==> src/rtl/pipe_mcu_pkg.sv <==
// Shared types and helpers for the MCU issue controller and its scoreboard.
package pipe_mcu_pkg;

    typedef enum logic [1:0] {
        IDLE = 2'd0,
        BUSY = 2'd1,
        WB   = 2'd2
    } mcu_state_t;

    localparam int unsigned MCU_LAT_DEFAULT = 4;

    // Width of a down-counter that is loaded with lat-1.
    function automatic int unsigned lat_cnt_w(input int unsigned lat);
        return (lat <= 1) ? 1 : $clog2(lat);
    endfunction

endpackage

==> src/rtl/pipe_pending_table.sv <==
// Per-register pending bits for the in-flight MCU op, with one set port, one
// clear port and three combinational lookup ports.
module pipe_pending_table #(
    parameter int unsigned NREG = 16,
    parameter int unsigned AW   = 4
) (
    input  logic          clk,
    input  logic          reset_n,
    input  logic          i_set_en,
    input  logic [AW-1:0] i_set_idx,
    input  logic          i_clr_en,
    input  logic [AW-1:0] i_clr_idx,
    input  logic [AW-1:0] i_ra1_idx,
    input  logic [AW-1:0] i_ra2_idx,
    input  logic [AW-1:0] i_rd_idx,
    output logic          o_ra1_pend,
    output logic          o_ra2_pend,
    output logic          o_rd_pend
);

    logic [NREG-1:0] r_pending;

    // Indices at or above NREG match no entry, so they read as not pending.
    function automatic logic lookup(input logic [NREG-1:0] vec, input logic [AW-1:0] idx);
        logic hit;
        hit = 1'b0;
        for (int unsigned i = 0; i < NREG; i++) begin
            if (idx == AW'(i)) begin
                hit = vec[i];
            end
        end
        return hit;
    endfunction

    always_ff @(posedge clk) begin
        if (!reset_n) begin
            r_pending <= '0;
        end else begin
            for (int unsigned i = 0; i < NREG; i++) begin
                if (i_set_en && (i_set_idx == AW'(i))) begin
                    r_pending[i] <= 1'b1;
                end else if (i_clr_en && (i_clr_idx == AW'(i))) begin
                    r_pending[i] <= 1'b0;
                end
            end
        end
    end

    always_comb begin
        o_ra1_pend = lookup(r_pending, i_ra1_idx);
        o_ra2_pend = lookup(r_pending, i_ra2_idx);
        o_rd_pend  = lookup(r_pending, i_rd_idx);
    end

endmodule

==> src/rtl/pipe_mcu_scoreboard.sv <==
// Issue controller for the shared multi-cycle unit: accepts one op, sequences
// its latency, arbitrates the write port and raises StallMD for hazards.
module pipe_mcu_scoreboard
    import pipe_mcu_pkg::*;
#(
    parameter int unsigned NREG = 16,
    parameter int unsigned AW   = 4,
    parameter int unsigned LAT  = MCU_LAT_DEFAULT
) (
    input  logic          clk,
    input  logic          reset_n,
    input  logic          IssueD,
    input  logic [AW-1:0] RdD,
    input  logic [AW-1:0] Ra1D,
    input  logic [AW-1:0] Ra2D,
    input  logic          RdUseD,
    input  logic          Ra1UseD,
    input  logic          Ra2UseD,
    input  logic          FlushD,
    input  logic          RegWriteW,
    output logic          StallMD,
    output logic          McuStartE,
    output logic          McuWrW,
    output logic [AW-1:0] McuRdW,
    output logic          McuBusy
);

    localparam int unsigned     CW       = lat_cnt_w(LAT);
    localparam logic [CW-1:0]   CNT_LOAD = CW'(LAT - 1);

    mcu_state_t    r_state;
    mcu_state_t    w_state_nxt;
    logic [CW-1:0] r_cnt;
    logic [CW-1:0] w_cnt_nxt;
    logic          r_start;
    logic [AW-1:0] r_rd;

    logic          w_accept;
    logic          w_in_wb;
    logic          w_mcu_wr;
    logic          w_ra1_raw;
    logic          w_ra2_raw;
    logic          w_rd_raw;
    logic          w_ra1_pend;
    logic          w_ra2_pend;
    logic          w_rd_pend;

    pipe_pending_table #(
        .NREG (NREG),
        .AW   (AW)
    ) u_pending (
        .clk        (clk),
        .reset_n    (reset_n),
        .i_set_en   (w_accept),
        .i_set_idx  (RdD),
        .i_clr_en   (w_mcu_wr),
        .i_clr_idx  (r_rd),
        .i_ra1_idx  (Ra1D),
        .i_ra2_idx  (Ra2D),
        .i_rd_idx   (RdD),
        .o_ra1_pend (w_ra1_raw),
        .o_ra2_pend (w_ra2_raw),
        .o_rd_pend  (w_rd_raw)
    );

    // The pipeline always wins the write port; the MCU only writes when it is free.
    assign w_in_wb  = (r_state == WB);
    assign w_mcu_wr = w_in_wb & ~RegWriteW;

    // A register being written back this cycle is readable (first-half write).
    assign w_ra1_pend = w_ra1_raw & ~(w_mcu_wr & (r_rd == Ra1D));
    assign w_ra2_pend = w_ra2_raw & ~(w_mcu_wr & (r_rd == Ra2D));
    assign w_rd_pend  = w_rd_raw  & ~(w_mcu_wr & (r_rd == RdD));

    always_comb begin
        StallMD = (IssueD & (r_state != IDLE))
                | (Ra1UseD & w_ra1_pend)
                | (Ra2UseD & w_ra2_pend)
                | (RdUseD & w_rd_pend)
                | w_in_wb;
        w_accept = (r_state == IDLE) & IssueD & ~FlushD & ~StallMD;
    end

    always_comb begin
        w_state_nxt = r_state;
        w_cnt_nxt   = r_cnt;
        case (r_state)
            IDLE: begin
                if (w_accept) begin
                    w_state_nxt = BUSY;
                    w_cnt_nxt   = CNT_LOAD;
                end
            end
            BUSY: begin
                if (r_cnt == '0) begin
                    w_state_nxt = WB;
                end else begin
                    w_cnt_nxt = r_cnt - 1'b1;
                end
            end
            WB: begin
                if (w_mcu_wr) begin
                    w_state_nxt = IDLE;
                end
            end
            default: begin
                w_state_nxt = IDLE;
            end
        endcase
    end

    always_ff @(posedge clk) begin
        if (!reset_n) begin
            r_state <= IDLE;
            r_cnt   <= '0;
            r_start <= 1'b0;
            r_rd    <= '0;
        end else begin
            r_state <= w_state_nxt;
            r_cnt   <= w_cnt_nxt;
            r_start <= w_accept;
            if (w_accept) begin
                r_rd <= RdD;
            end
        end
    end

    assign McuStartE = r_start;
    assign McuWrW    = w_mcu_wr;
    assign McuRdW    = r_rd;
    assign McuBusy   = (r_state != IDLE);

endmodule

==> config.mk <==
export PLATFORM = sky130hd
export DESIGN_NAME = pipe_mcu_scoreboard
export DESIGN_NICKNAME = d
export VERILOG_FILES = /design/src/rtl/pipe_mcu_pkg.sv /design/src/rtl/pipe_pending_table.sv /design/src/rtl/pipe_mcu_scoreboard.sv
export SDC_FILE = /design/constraint.sdc
export NUM_CORES = 1
export LEC_CHECK = 0
export BUFFER_PORTS_ARGS = -buffer_cell sky130_fd_sc_hd__buf_4
export CELL_PAD_IN_SITES_DETAIL_PLACEMENT = 1
export CELL_PAD_IN_SITES_GLOBAL_PLACEMENT = 1
export CORE_UTILIZATION = 38
export CTS_CLUSTER_DIAMETER = 120
export CTS_CLUSTER_SIZE = 10
export DETAILED_ROUTE_END_ITERATION = 10
export MAX_ROUTING_LAYER = met4
export PLACE_DENSITY_LB_ADDON = 0.1
export SLEW_MARGIN = 20
export SYNTH_ARGS = -nofsm -noshare
export SYNTH_HDL_FRONTEND = slang
export SYNTH_SLANG_ARGS = --single-unit
==> constraint.sdc <==
create_clock -name clk -period 2.85 [get_ports clk]
set_input_delay 0.57 -clock clk [delete_from_list [all_inputs] [get_ports clk]]
set_output_delay 0.57 -clock clk [all_outputs]
set_load 0.005 [all_outputs]
---- Yosys cells after proc, flatten, opt, wreduce, memory -nomap -nowiden ----
Index checks and enable logic that the tools add are counted.
storage, ports and cells
  bits of input ports ..................... 20
  word-level logic and storage cells ...... 259
  output and inout bits ................... 8
  flip-flop bits (word level) ............. 25
cells by class
  multiplexer cells ....................... 87
  reduce and logical (&&, ||, !) cells .... 58
  bitwise logic cells ..................... 24
  equality and inequality tests ........... 69
  add/sub/neg operators ................... 1
operators with widths
  cell                   number
  $eq A4 B4 Y1 const B   32
  $mux W1                80
  $eq A4 B3 Y1 const B   16
  $reduce_bool A2 Y1     18
  $eq A4 B2 Y1 const B   8
  $logic_and A1 B1 Y1    32
  $eq A4 B1 Y1 const B   4
  $logic_not A4 Y1       4
  $and A1 B1 Y1          14
  $eq A4 B4 Y1           3
  $mux W2                5
  $not A1 Y1             6
  $pmux W2 S3            1
  $reduce_and A3 Y1      2
  $logic_not A2 Y1       2
  $ne A2 B1 Y1 const B   2
  $ne A2 B2 Y1 const B   2
  $or A1 B1 Y1           4
  $pmux W2 S2            1
  $eq A2 B1 Y1 const B   1
  $eq A2 B2 Y1 const B   1
  $sub A2 B1 Y2 const B  1

---- Logic depth before layout (Yosys ltp) ----
Gate-level depths: netlist of run 1.
  word-level depth ........................ 27
  gate-level depth with buffers ........... 11
  mapped depth without buffers ............ 7

---- By module ----
From an unflattened synthesis of run 1, not the netlist that was laid out.
unflattened totals
  cell total of the unflattened synthesis .. 181
  area, all modules ....................... 1595.3 sq um
by module, submodules not included
  module               cells an instance  sequential area each (sq um)  area an instance (sq um)  times used
  pipe_pending_table   135                320.3                         1179.9                    1
  pipe_mcu_scoreboard  46                 180.2                         415.4                     1

---- Worst setup path before layout of run 1 ----
No wires, ideal clock.
  path type ............................... input-to-reg
  start point ............................. input RdD[1]
  end point ............................... register u_pending.r_pending[11]
  slack ................................... 0.057 ns
  cell stages on the path ................. 11
  buffers on the path ..................... 4
  data arrival time ....................... 2.706 ns
  library setup time ...................... 0.087 ns
  required time ........................... 2.763 ns
  cells stage by stage .................... buf_6 clkbuf_1 mux2i_1 nor3_1 nor3_1 a21oi_1 a31o_1 or4_4 buf_6 buf_6 o31ai_1
on the way
  cells in the longest elaborated chain, start to end .. 25
  elaborated cells between the ends (all ways) .. 44
  those cells by class .................... 16 x eq/ne; 17 x mux; 8 x bitwise; 3 x reduce/logical
RTL lines
  element                                        RTL line                   text
  start: declaration                             pipe_mcu_scoreboard.sv:13  input logic [AW-1:0] RdD,
  $logic_not A4 Y1                               pipe_pending_table.sv:28   if (idx == AW'(i)) begin
  $mux W1 (16 in a row)                          pipe_pending_table.sv:28
  $and A1 B1 Y1                                  pipe_mcu_scoreboard.sv:73  assign w_rd_pend = w_rd_raw & ~(w_mcu_wr & (r_rd == RdD));
  $and A1 B1 Y1                                  pipe_mcu_scoreboard.sv:79  | (RdUseD & w_rd_pend)
  $or A1 B1 Y1                                   pipe_mcu_scoreboard.sv:79
  $or A1 B1 Y1                                   pipe_mcu_scoreboard.sv:80  | w_in_wb;
  $not A1 Y1                                     pipe_mcu_scoreboard.sv:81  w_accept = (r_state == IDLE) & IssueD & ~FlushD & ~StallMD;
  $and A1 B1 Y1                                  pipe_mcu_scoreboard.sv:81
  $logic_and A1 B1 Y1 *                          pipe_pending_table.sv:40   if (i_set_en && (i_set_idx == AW'(i))) begin
  $mux W1 or $reduce_bool A2 Y1 (tied branches)  --
  end signal: assignment                         pipe_pending_table.sv:37   r_pending <= '0;
  end signal: indexed assignment                 pipe_pending_table.sv:41   r_pending[i] <= 1'b1;
  end signal: indexed assignment                 pipe_pending_table.sv:43   r_pending[i] <= 1'b0;
  end: declaration                               pipe_pending_table.sv:21   logic [NREG-1:0] r_pending;
Mark *: on every way between the ends. The rest lies on a longest branch, timed or not.
A chain may end at the register's enable or synchronous reset.

---- Final worst setup path of run 1 ----
  start point ............................. input RdD[2]
  end point ............................... output StallMD
on the way
  cells in the longest elaborated chain, start to end .. 21
  elaborated cells between the ends (all ways) .. 39
  those cells by class .................... 16 x eq/ne; 16 x mux; 6 x bitwise; 1 x reduce/logical
RTL lines
  element                RTL line                   text
  $logic_not A4 Y1       pipe_pending_table.sv:28
  $mux W1 (16 in a row)  pipe_pending_table.sv:28
  $and A1 B1 Y1 *        pipe_mcu_scoreboard.sv:73
  $and A1 B1 Y1 *        pipe_mcu_scoreboard.sv:79
  $or A1 B1 Y1 *         pipe_mcu_scoreboard.sv:79
  $or A1 B1 Y1 *         pipe_mcu_scoreboard.sv:80
  end: declaration       pipe_mcu_scoreboard.sv:21  output logic StallMD,
Marked as above.

==> results_tabular.tex, run 1 <==
\begin{tabular}{lr}
\hline
Metric & Value \\
\hline
\multicolumn{2}{l}{\textbf{Status}} \\
\quad Outcome & completed \\
\multicolumn{2}{l}{\textbf{Placed design}} \\
\quad IO buf count & 27 \\
\quad Placed Cells & 284 \\
\quad Estimated wirelength of the detail-placed design & 4596 µm \\
\quad Post-Place Cell Area & 2091 µm² \\
\quad Worst Setup Slack post-DPL & -161.7 ps \\
\quad Final weighted congestion in routability-driven placement & 0.8782 \\
\multicolumn{2}{l}{\textbf{Clocking}} \\
\quad CTS clock-pin slew for the worst setup and hold paths & 80 ps \\
\quad CTS Root Buffer Type & clkbuf\_8 \\
\quad Clock Latency Late Sink & 270 ps \\
\quad Clock net sink count & 25 \\
\quad Inserted Clock Buffers & 3 \\
\quad Clock Path Buffers & 2 \\
\quad CTS Hold Buffers Added & 0 \\
\quad Maximum level of the CTS H-tree & 1 \\
\quad TritonCTS clock tree & yes \\
\multicolumn{2}{l}{\textbf{Critical path}} \\
\quad Cell with the most instances on the worst path & buf\_6 \\
\quad Register-to-register setup slack & 190 ps \\
\quad Path depth of the worst reg2reg path & 7 \\
\quad Beginning of the worst register-to-register path & u\_pending.r\_pending[8] \\
\quad Critical-path top delay cell & a2111oi\_2 \\
\quad Critical path data arrival time & 2270 ps \\
\quad CP Max Fanout & 2 \\
\quad Critical Path RT & 2280 ps \\
\quad RR Endpoint & u\_pending.r\_pending[0] \\
\quad Startpoint Class & input pin \\
\quad Crit end category & primary output \\
\quad Slowest cell delay on critical path & 370 ps \\
\quad Crit Path Category & input pin to primary output \\
\quad Combined buffer and inverter count along the critical path & 2 \\
\quad Cell family with the largest share of critical-path delay & compound AO/OA/AOI/OAI gates \\
\quad Critical-path cell list & buf\_6 -> o41ai\_4 -> a21oi\_2 -> a2111oi\_2 -> a21oi\_1 -> a31o\_1 -> a2111o\_1 -> buf\_6 \\
\multicolumn{2}{l}{\textbf{Die}} \\
\quad I/O pin cnt & 28 \\
\quad Die area & 5058 µm² \\
\quad Overall die height & 71.12 µm \\
\quad Starting utilization of the core area & 0.4058 \\
\quad Die span in x & 71.12 µm \\
\quad Floorplan row count & 24 \\
\quad Core area & 4474 µm² \\
\multicolumn{2}{l}{\textbf{Synthesis}} \\
\quad Count of distinct cell types in the synthesized netlist & 48 \\
\quad Synth warn & 0 \\
\quad Syn\_area\_per\_cell & 8.604 µm² \\
\quad Largest area contributor in the netlist & dfxtp\_1 \\
\quad Number of synthesized flops with an enable pin & 0 \\
\quad Part of the Yosys area used for sequential elements & 0.2757 \\
\quad Number of standard cells after synthesis & 211 \\
\quad Most frequent cells after synthesis & dfxtp\_1, nand2\_1, o31ai\_1, o211ai\_1, clkbuf\_1 \\
\quad Mapped cell area & 1815 µm² \\
\quad Cell types with the largest area share after synthesis & dfxtp\_1, o31ai\_1, mux2i\_1 \\
\quad Count of state elements after synthesis & 25 \\
\quad Share of flip-flops with an asynchronous set or reset & 0 \\
\quad Synth top area share & 0.2757 \\
\quad Most frequent cell after synthesis & dfxtp\_1 \\
\quad Main flop type after synthesis & dfxtp\_1 \\
\quad Syn nets & 232 \\
\multicolumn{2}{l}{\textbf{Power and ir drop}} \\
\quad Power per cell area & 357.0 nW/µm² \\
\quad Peak VDD IR & 0.2857 mV \\
\quad LEAKAGE & 0.8584 nW \\
\quad Post-layout power & 0.7871 mW \\
\multicolumn{2}{l}{\textbf{Timing}} \\
\quad Max transition margin & 0.7137 \\
\quad Post-layout worst setup margin & 10.51 ps \\
\quad RSZ-0062 raised after global routing & true \\
\quad Final worst path period share & 0.9963 \\
\quad Pins Over Slew Limit & 0 \\
\quad Tightest Pin Transition & 428.9 ps \\
\quad Final-report hold violation count & 0 \\
\quad Post-Route Skew & 3.456 ps \\
\quad Setup violation total in the final timing report & 0 \\
\quad Setup TNS Final & 0 ps \\
\quad Final worst hold slack & 533.2 ps \\
\quad Highest Clock Rate & 0.3522 GHz \\
\quad Post-layout minimum cycle time & 2839 ps \\
\multicolumn{2}{l}{\textbf{Route}} \\
\quad Number of vias in the routed layout & 1818 \\
\quad Vias per std cell & 6.291 \\
\quad Initial DRC count & 73 \\
\quad Drt drc & 0 \\
\quad First drt pass iteration count & 6 \\
\quad WL/cell & 21.16 µm \\
\quad Total wire length after detailed routing & 6115 µm \\
\quad DRT antenna net count & 0 \\
\multicolumn{2}{l}{\textbf{Global route}} \\
\quad Largest net degree at the start of global routing & 29 \\
\quad Number of global-route vias before repair & 1935 \\
\quad Antenna violations before repair & 0 \\
\quad First-pass GRT wire length & 9894 µm \\
\quad All-layer global routing usage & 0.2602 \\
\quad Overflow left after global routing & 0 \\
\multicolumn{2}{l}{\textbf{Layout}} \\
\quad Area taken by flip-flops and latches & 503.0 µm² \\
\quad Area used by multi-input combinational logic & 1207 µm² \\
\quad Relative area change from synthesis to final layout & 21.43\% \\
\quad Number of non-filler instances in the completed layout & 289 \\
\quad Layout Cell Area excl Fill & 2205 µm² \\
\quad Net count reported at finish & 259 \\
\quad Number of fill cells & 528 \\
\quad Antenna diode instance count & 0 \\
\quad Final cell utilization of the core & 0.4927 \\
\quad Fraction of layout instances using a drive strength above 1 & 0.2827 \\
\multicolumn{2}{l}{\textbf{Min path}} \\
\quad Endpoint with the worst hold slack & r\_cnt[0] \\
\quad Worst min-delay path class & flip-flop to flip-flop \\
\quad Critical hold path startpoint & r\_cnt[0] \\
\quad Depth of the worst hold-timing path & 2 \\
\multicolumn{2}{l}{\textbf{Job}} \\
\quad Maximum capacitance violations & 0 \\
\hline
\end{tabular}
==> state kept, by name, indices dropped and copies added (netlist names) <==
| register | flops |
|---|---|
| u_pending.r_pending | 16 |
| McuRdW | 4 |
| r_cnt | 2 |
| r_state | 2 |
| McuStartE | 1 |
==> repair_timing <==
item	4_1_cts	5_1_grt
endpoints found under the hold margin	0	0
pin swaps	0	3
resized for setup	1	13
endpoints found under the setup margin	1	2
buffers inserted	0	1
==> worst max-delay path by stage <==
stage / startpoint / to / slack, ps / cells past startpoint
after detailed placement: RdD[0] / u_pending.r_pending[0] / -160 / 8
after floorplan: RdD[1] / u_pending.r_pending[11] / 60 / 11
after global routing: RdD[2] / StallMD / -60 / 8
after global placement: RdD[0] / u_pending.r_pending[2] / -60 / 8
final: RdD[2] / StallMD / 10 / 8
after CTS: u_pending.r_pending[11] / StallMD / 0.3 / 6
==> metal layers <==
layer / GRT usage / up-vias / share of wire / routed length, µm
met5: - / - / 0 / 0
met4: 0.1089 / 0 / 0.028 / 171
met3: 0.01140 / 14 / 0.039 / 239
met2: 0.4231 / 48 / 0.50 / 3042
met1: 0.3398 / 901 / 0.44 / 2661
li1: - / 855 / - / -
==> cell type report <==
type | count | share of cell area
clock buffers | 4 | 0.02043
inverters | 10 | 0.01703
multi-input cells | 156 | 0.5477
flip-flops and latches | 25 | 0.2282
well taps | 52 | 0.02951
repair buffers | 42 | 0.1572
==> cell usage in the layout (no fill, tap or decap), types with 3 or more instances in the layout <==
master	n
a21oi_1	5
buf_4	37
buf_6	3
clkbuf_8	3
dfxtp_1	23
inv_1	8
mux2i_1	10
mux4_2	4
nand2_1	17
nand2b_1	5
nand3_1	6
nor2_1	5
nor2b_1	4
nor3_1	7
nor3b_1	3
nor4_1	4
o211ai_1	13
o21ai_0	5
o311ai_0	4
o31ai_1	13
o41ai_1	4
or3_1	3
xor2_1	10
==> report_power, final <==
group | switching [mW] | internal (mW)
sequential | 0.0164 | 0.359
clock | 0.111 | 0.100
combinational | 0.106 | 0.0937
total | 0.234 | 0.553
==> kinds of logic after synthesis <==
group | share of synthesized area
fa+ha+maj | 0.006891
mux | 0.1172
simple gates | 0.1916
xor+xnor | 0.05789
buf+inv | 0.08132
compound gates | 0.2695
flops | 0.2757
==> worst reg2reg max path, stage by stage, from the launching register on <==
cell       delay, ps
dfxtp_2          370
o41ai_4          390
a21oi_2           80
a2111oi_2        370
a21oi_1           90
a31o_1           210
or4_4            700
o41ai_1          360
Power figures use the tool's default switching activity.
==> inputs of run 2 (changes only) <==
- ABC_AREA: not set -> 1
- CORE_UTILIZATION: 38 -> 36
==> results_tabular.tex, run 2 <==
\begin{tabular}{lr}
\hline
Metric & Value \\
\hline
\multicolumn{2}{l}{\textbf{Placed design}} \\
\quad Final weighted congestion in routability-driven placement & 0.9178 (was 0.8782) \\
\quad Post-Place Cell Area & 2215 µm² (was 2091 µm²) \\
\quad IO buf count & 27 (unchanged) \\
\quad Estimated wirelength of the detail-placed design & 5246 µm (was 4596 µm) \\
\multicolumn{2}{l}{\textbf{Critical path}} \\
\quad RR Endpoint & u\_pending.r\_pending[5] (was u\_pending.r\_pending[0]) \\
\quad Crit end category & primary output (unchanged) \\
\quad Critical Path RT & 2280 ps (about the same) \\
\quad Path depth of the worst reg2reg path & 8 (was 7) \\
\quad Worst setup path end & StallMD (unchanged) \\
\quad Critical-path top delay cell & a21oi\_4 (was a2111oi\_2) \\
\quad Cell with the most instances on the worst path & nand2\_1 (was buf\_6) \\
\quad Register-to-register setup slack & 690 ps (was 190 ps) \\
\quad Critical path data arrival time & 2070 ps (was 2270 ps) \\
\quad CP Max Fanout & 12 (was 2) \\
\quad First element of the critical path & Ra1D[0] (was RdD[2]) \\
\quad Startpoint Class & input pin (unchanged) \\
\quad Beginning of the worst register-to-register path & McuRdW[3] (was u\_pending.r\_pending[8]) \\
\quad Critical-path cell list & buf\_4 -> inv\_1 -> nand2\_1 -> nand3\_1 -> nand3\_1 -> nand3\_1 -> nand4\_1 -> nand2\_1 -> nand2\_1 -> nand2\_1 -> nand3\_1 -> a21oi\_4 -> nand2\_1 -> buf\_4 (was buf\_6 -> o41ai\_4 -> a21oi\_2 -> a2111oi\_2 -> a21oi\_1 -> a31o\_1 -> a2111o\_1 -> buf\_6) \\
\quad Crit Path Category & input pin to primary output (unchanged) \\
\quad Slowest cell delay on critical path & 250 ps (was 370 ps) \\
\multicolumn{2}{l}{\textbf{Synthesis}} \\
\quad Most frequent cells after synthesis & nand2\_1, inv\_1, nor2\_1, nand3\_1, dfxtp\_1 (was dfxtp\_1, nand2\_1, o31ai\_1, o211ai\_1, clkbuf\_1) \\
\quad Cell types with the largest area share after synthesis & dfxtp\_1, nand2\_1, inv\_1 (was dfxtp\_1, o31ai\_1, mux2i\_1) \\
\quad Main flop type after synthesis & dfxtp\_1 (unchanged) \\
\quad Part of the Yosys area used for sequential elements & 0.2549 (was 0.2757) \\
\quad Number of synthesized flops with an enable pin & 0 (unchanged) \\
\quad Most frequent cell after synthesis & nand2\_1 (was dfxtp\_1) \\
\quad Largest area contributor in the netlist & dfxtp\_1 (unchanged) \\
\quad Count of state elements after synthesis & 25 (unchanged) \\
\quad Share of flip-flops with an asynchronous set or reset & 0 (unchanged) \\
\quad Synth top area share & 0.2549 (was 0.2757) \\
\quad Count of distinct cell types in the synthesized netlist & 34 (was 48) \\
\quad Syn nets & 335 (was 232) \\
\quad Number of standard cells after synthesis & 314 (was 211) \\
\quad Syn\_area\_per\_cell & 6.252 µm² (was 8.604 µm²) \\
\quad Synth warn & 0 (unchanged) \\
\quad Mapped cell area & 1963 µm² (was 1815 µm²) \\
\multicolumn{2}{l}{\textbf{Timing}} \\
\quad Setup violation total in the final timing report & 0 (unchanged) \\
\quad Final-report hold violation count & 0 (unchanged) \\
\quad Highest Clock Rate & 0.3788 GHz (was 0.3522 GHz) \\
\quad Pins Over Slew Limit & 0 (unchanged) \\
\quad Final worst path period share & 0.9263 (was 0.9963) \\
\quad Max transition margin & 0.5137 (was 0.7137) \\
\quad RSZ-0062 raised after global routing & false (was true) \\
\quad Post-Route Skew & 4.295 ps (was 3.456 ps) \\
\quad Post-layout minimum cycle time & 2640 ps (was 2839 ps) \\
\quad Setup TNS Final & 0 ps (unchanged) \\
\quad Final worst hold slack & 503.3 ps (was 533.2 ps) \\
\quad Tightest Pin Transition & 727.8 ps (was 428.9 ps) \\
\multicolumn{2}{l}{\textbf{Status}} \\
\quad Outcome & completed (unchanged) \\
\multicolumn{2}{l}{\textbf{Route}} \\
\quad WL/cell & 15.57 µm (was 21.16 µm) \\
\quad Total wire length after detailed routing & 6384 µm (was 6115 µm) \\
\quad DRT antenna net count & 0 (unchanged) \\
\quad First drt pass iteration count & 4 (was 6) \\
\quad Vias per std cell & 5.161 (was 6.291) \\
\quad Number of vias in the routed layout & 2116 (was 1818) \\
\quad Initial DRC count & 68 (was 73) \\
\quad Drt drc & 0 (unchanged) \\
\multicolumn{2}{l}{\textbf{Layout}} \\
\quad Fraction of layout instances using a drive strength above 1 & 0.1853 (was 0.2827) \\
\quad Net count reported at finish & 362 (was 259) \\
\quad Most frequent cells in the layout & nand2\_1, inv\_1, nor2\_1 (was buf\_4, dfxtp\_1, nand2\_1) \\
\quad Register with the most flip-flops & u\_pending.r\_pending (unchanged) \\
\quad Layout Cell Area excl Fill & 2260 µm² (was 2205 µm²) \\
\quad Relative area change from synthesis to final layout & 15.11\% (was 21.43\%) \\
\quad Antenna diode instance count & 0 (unchanged) \\
\quad Flip-flop count of the largest register after layout & 16 (unchanged) \\
\quad Most common library cell in the layout ignoring fill and taps & nand2\_1 (was buf\_4) \\
\multicolumn{2}{l}{\textbf{Clocking}} \\
\quad CTS Hold Buffers Added & 0 (unchanged) \\
\quad CTS clock-pin slew for the worst setup and hold paths & 90 ps (was 80 ps) \\
\quad Number of buffers inserted to repair setup after CTS & 0 (unchanged) \\
\quad CTS-repair resized insts & 0 (was 1) \\
\quad Inserted Clock Buffers & 3 (unchanged) \\
\quad Clock net sink count & 25 (unchanged) \\
\quad Maximum level of the CTS H-tree & 1 (unchanged) \\
\quad Clock Latency Late Sink & 270 ps (about the same) \\
\quad Clock Path Buffers & 2 (unchanged) \\
\quad TritonCTS clock tree & yes (unchanged) \\
\quad CTS Root Buffer Type & clkbuf\_8 (unchanged) \\
\multicolumn{2}{l}{\textbf{Power and ir drop}} \\
\quad Power per cell area & 362.7 nW/µm² (was 357.0 nW/µm²) \\
\quad Peak VDD IR & 0.1766 mV (was 0.2857 mV) \\
\quad Post-layout power & 0.8197 mW (was 0.7871 mW) \\
\quad LEAKAGE & 0.9552 nW (was 0.8584 nW) \\
\multicolumn{2}{l}{\textbf{Global route}} \\
\quad Overflow left after global routing & 0 (unchanged) \\
\quad Number of global-route vias before repair & 2085 (was 1935) \\
\quad All-layer global routing usage & 0.2458 (was 0.2602) \\
\quad Largest net degree at the start of global routing & 17 (was 29) \\
\quad Antenna violations before repair & 0 (unchanged) \\
\quad First-pass GRT wire length & 10160 µm (was 9894 µm) \\
\multicolumn{2}{l}{\textbf{Die}} \\
\quad Die area & 5752 µm² (was 5058 µm²) \\
\quad Die span in x & 75.85 µm (was 71.12 µm) \\
\quad Overall die height & 75.85 µm (was 71.12 µm) \\
\quad Floorplan row count & 26 (was 24) \\
\quad Starting utilization of the core area & 0.3795 (was 0.4058) \\
\quad Core area & 5172 µm² (was 4474 µm²) \\
\quad I/O pin cnt & 28 (unchanged) \\
\multicolumn{2}{l}{\textbf{Min path}} \\
\quad Worst min-delay path class & flip-flop to flip-flop (unchanged) \\
\multicolumn{2}{l}{\textbf{Job}} \\
\quad Maximum capacitance violations & 0 (unchanged) \\
\hline
\end{tabular}
==> run 2: worst min-delay path by stage <==
stage | from | end | depth (start not counted)
after CTS | u_pending.r_pending[4] | u_pending.r_pending[4] | 2
after global routing | u_pending.r_pending[2] | u_pending.r_pending[2] | 2
after floorplan | u_pending.r_pending[4] | u_pending.r_pending[4] | 2
after global placement | u_pending.r_pending[4] | u_pending.r_pending[4] | 2
final | u_pending.r_pending[4] | u_pending.r_pending[4] | 2
after detailed placement | u_pending.r_pending[4] | u_pending.r_pending[4] | 2
==> run 2: logic make-up (layout without fill, tap and decap cells) <==
group / after synthesis / count (layout) / share of synthesized area
simple gates: 158 / 158 / 0.3690
buf+inv: 67 / 93 / 0.1402
compound gates: 62 / 62 / 0.2250
flops: 25 / 25 / 0.2549
fa+ha+maj: 1 / 1 / 0.006372
xor+xnor: 1 / 1 / 0.004462
==> run 2: stage by stage <==
| step | std cells | worst slack (ps) | util |
|---|---|---|---|
| floorplan | 314 | 709.5 | - |
| global placement | 406 | 222.2 | 0.4282 |
| detailed placement | 406 | 200.8 | 0.4282 |
| CTS | 410 | 199.7 | 0.4369 |
| global route | 410 | 69.08 | 0.4369 |
| finish | 410 | 209.9 | 0.4369 |
==> run 2: layer usage <==
layer / vias to the layer above / global-route usage / part of all wire
met2: 37 / 0.3943 / 0.46
met1: 985 / 0.3245 / 0.49
met3: 12 / 0.01587 / 0.027
li1: 1082 / - / -
met4: 0 / 0.09053 / 0.026
met5: - / - / 0
==> run 2: report_power, final <==
part	total (mW)	switching (mW)	leakage (nW)	internal, mW
sequential	0.381	0.0184	0.203	0.362
clock	0.212	0.112	0.0228	0.0999
combinational	0.227	0.142	0.730	0.0850
total	0.820	0.273	0.955	0.547
==> run 2: layout make-up <==
type	instances	area, µm²
fill	710	2913
inverter	61	229.0
timing repair buffer	28	210.2
clock buffer	4	45.04
tap	70	87.58
multi-input combinational	222	1187
sequential	25	500.5
==> run 2: worst max-delay path, delay by kind of cell <==
family | cells | cell delay [ps]
simple gates | 10 | 790
buf+inv | 3 | 460
compound gates | 1 | 250
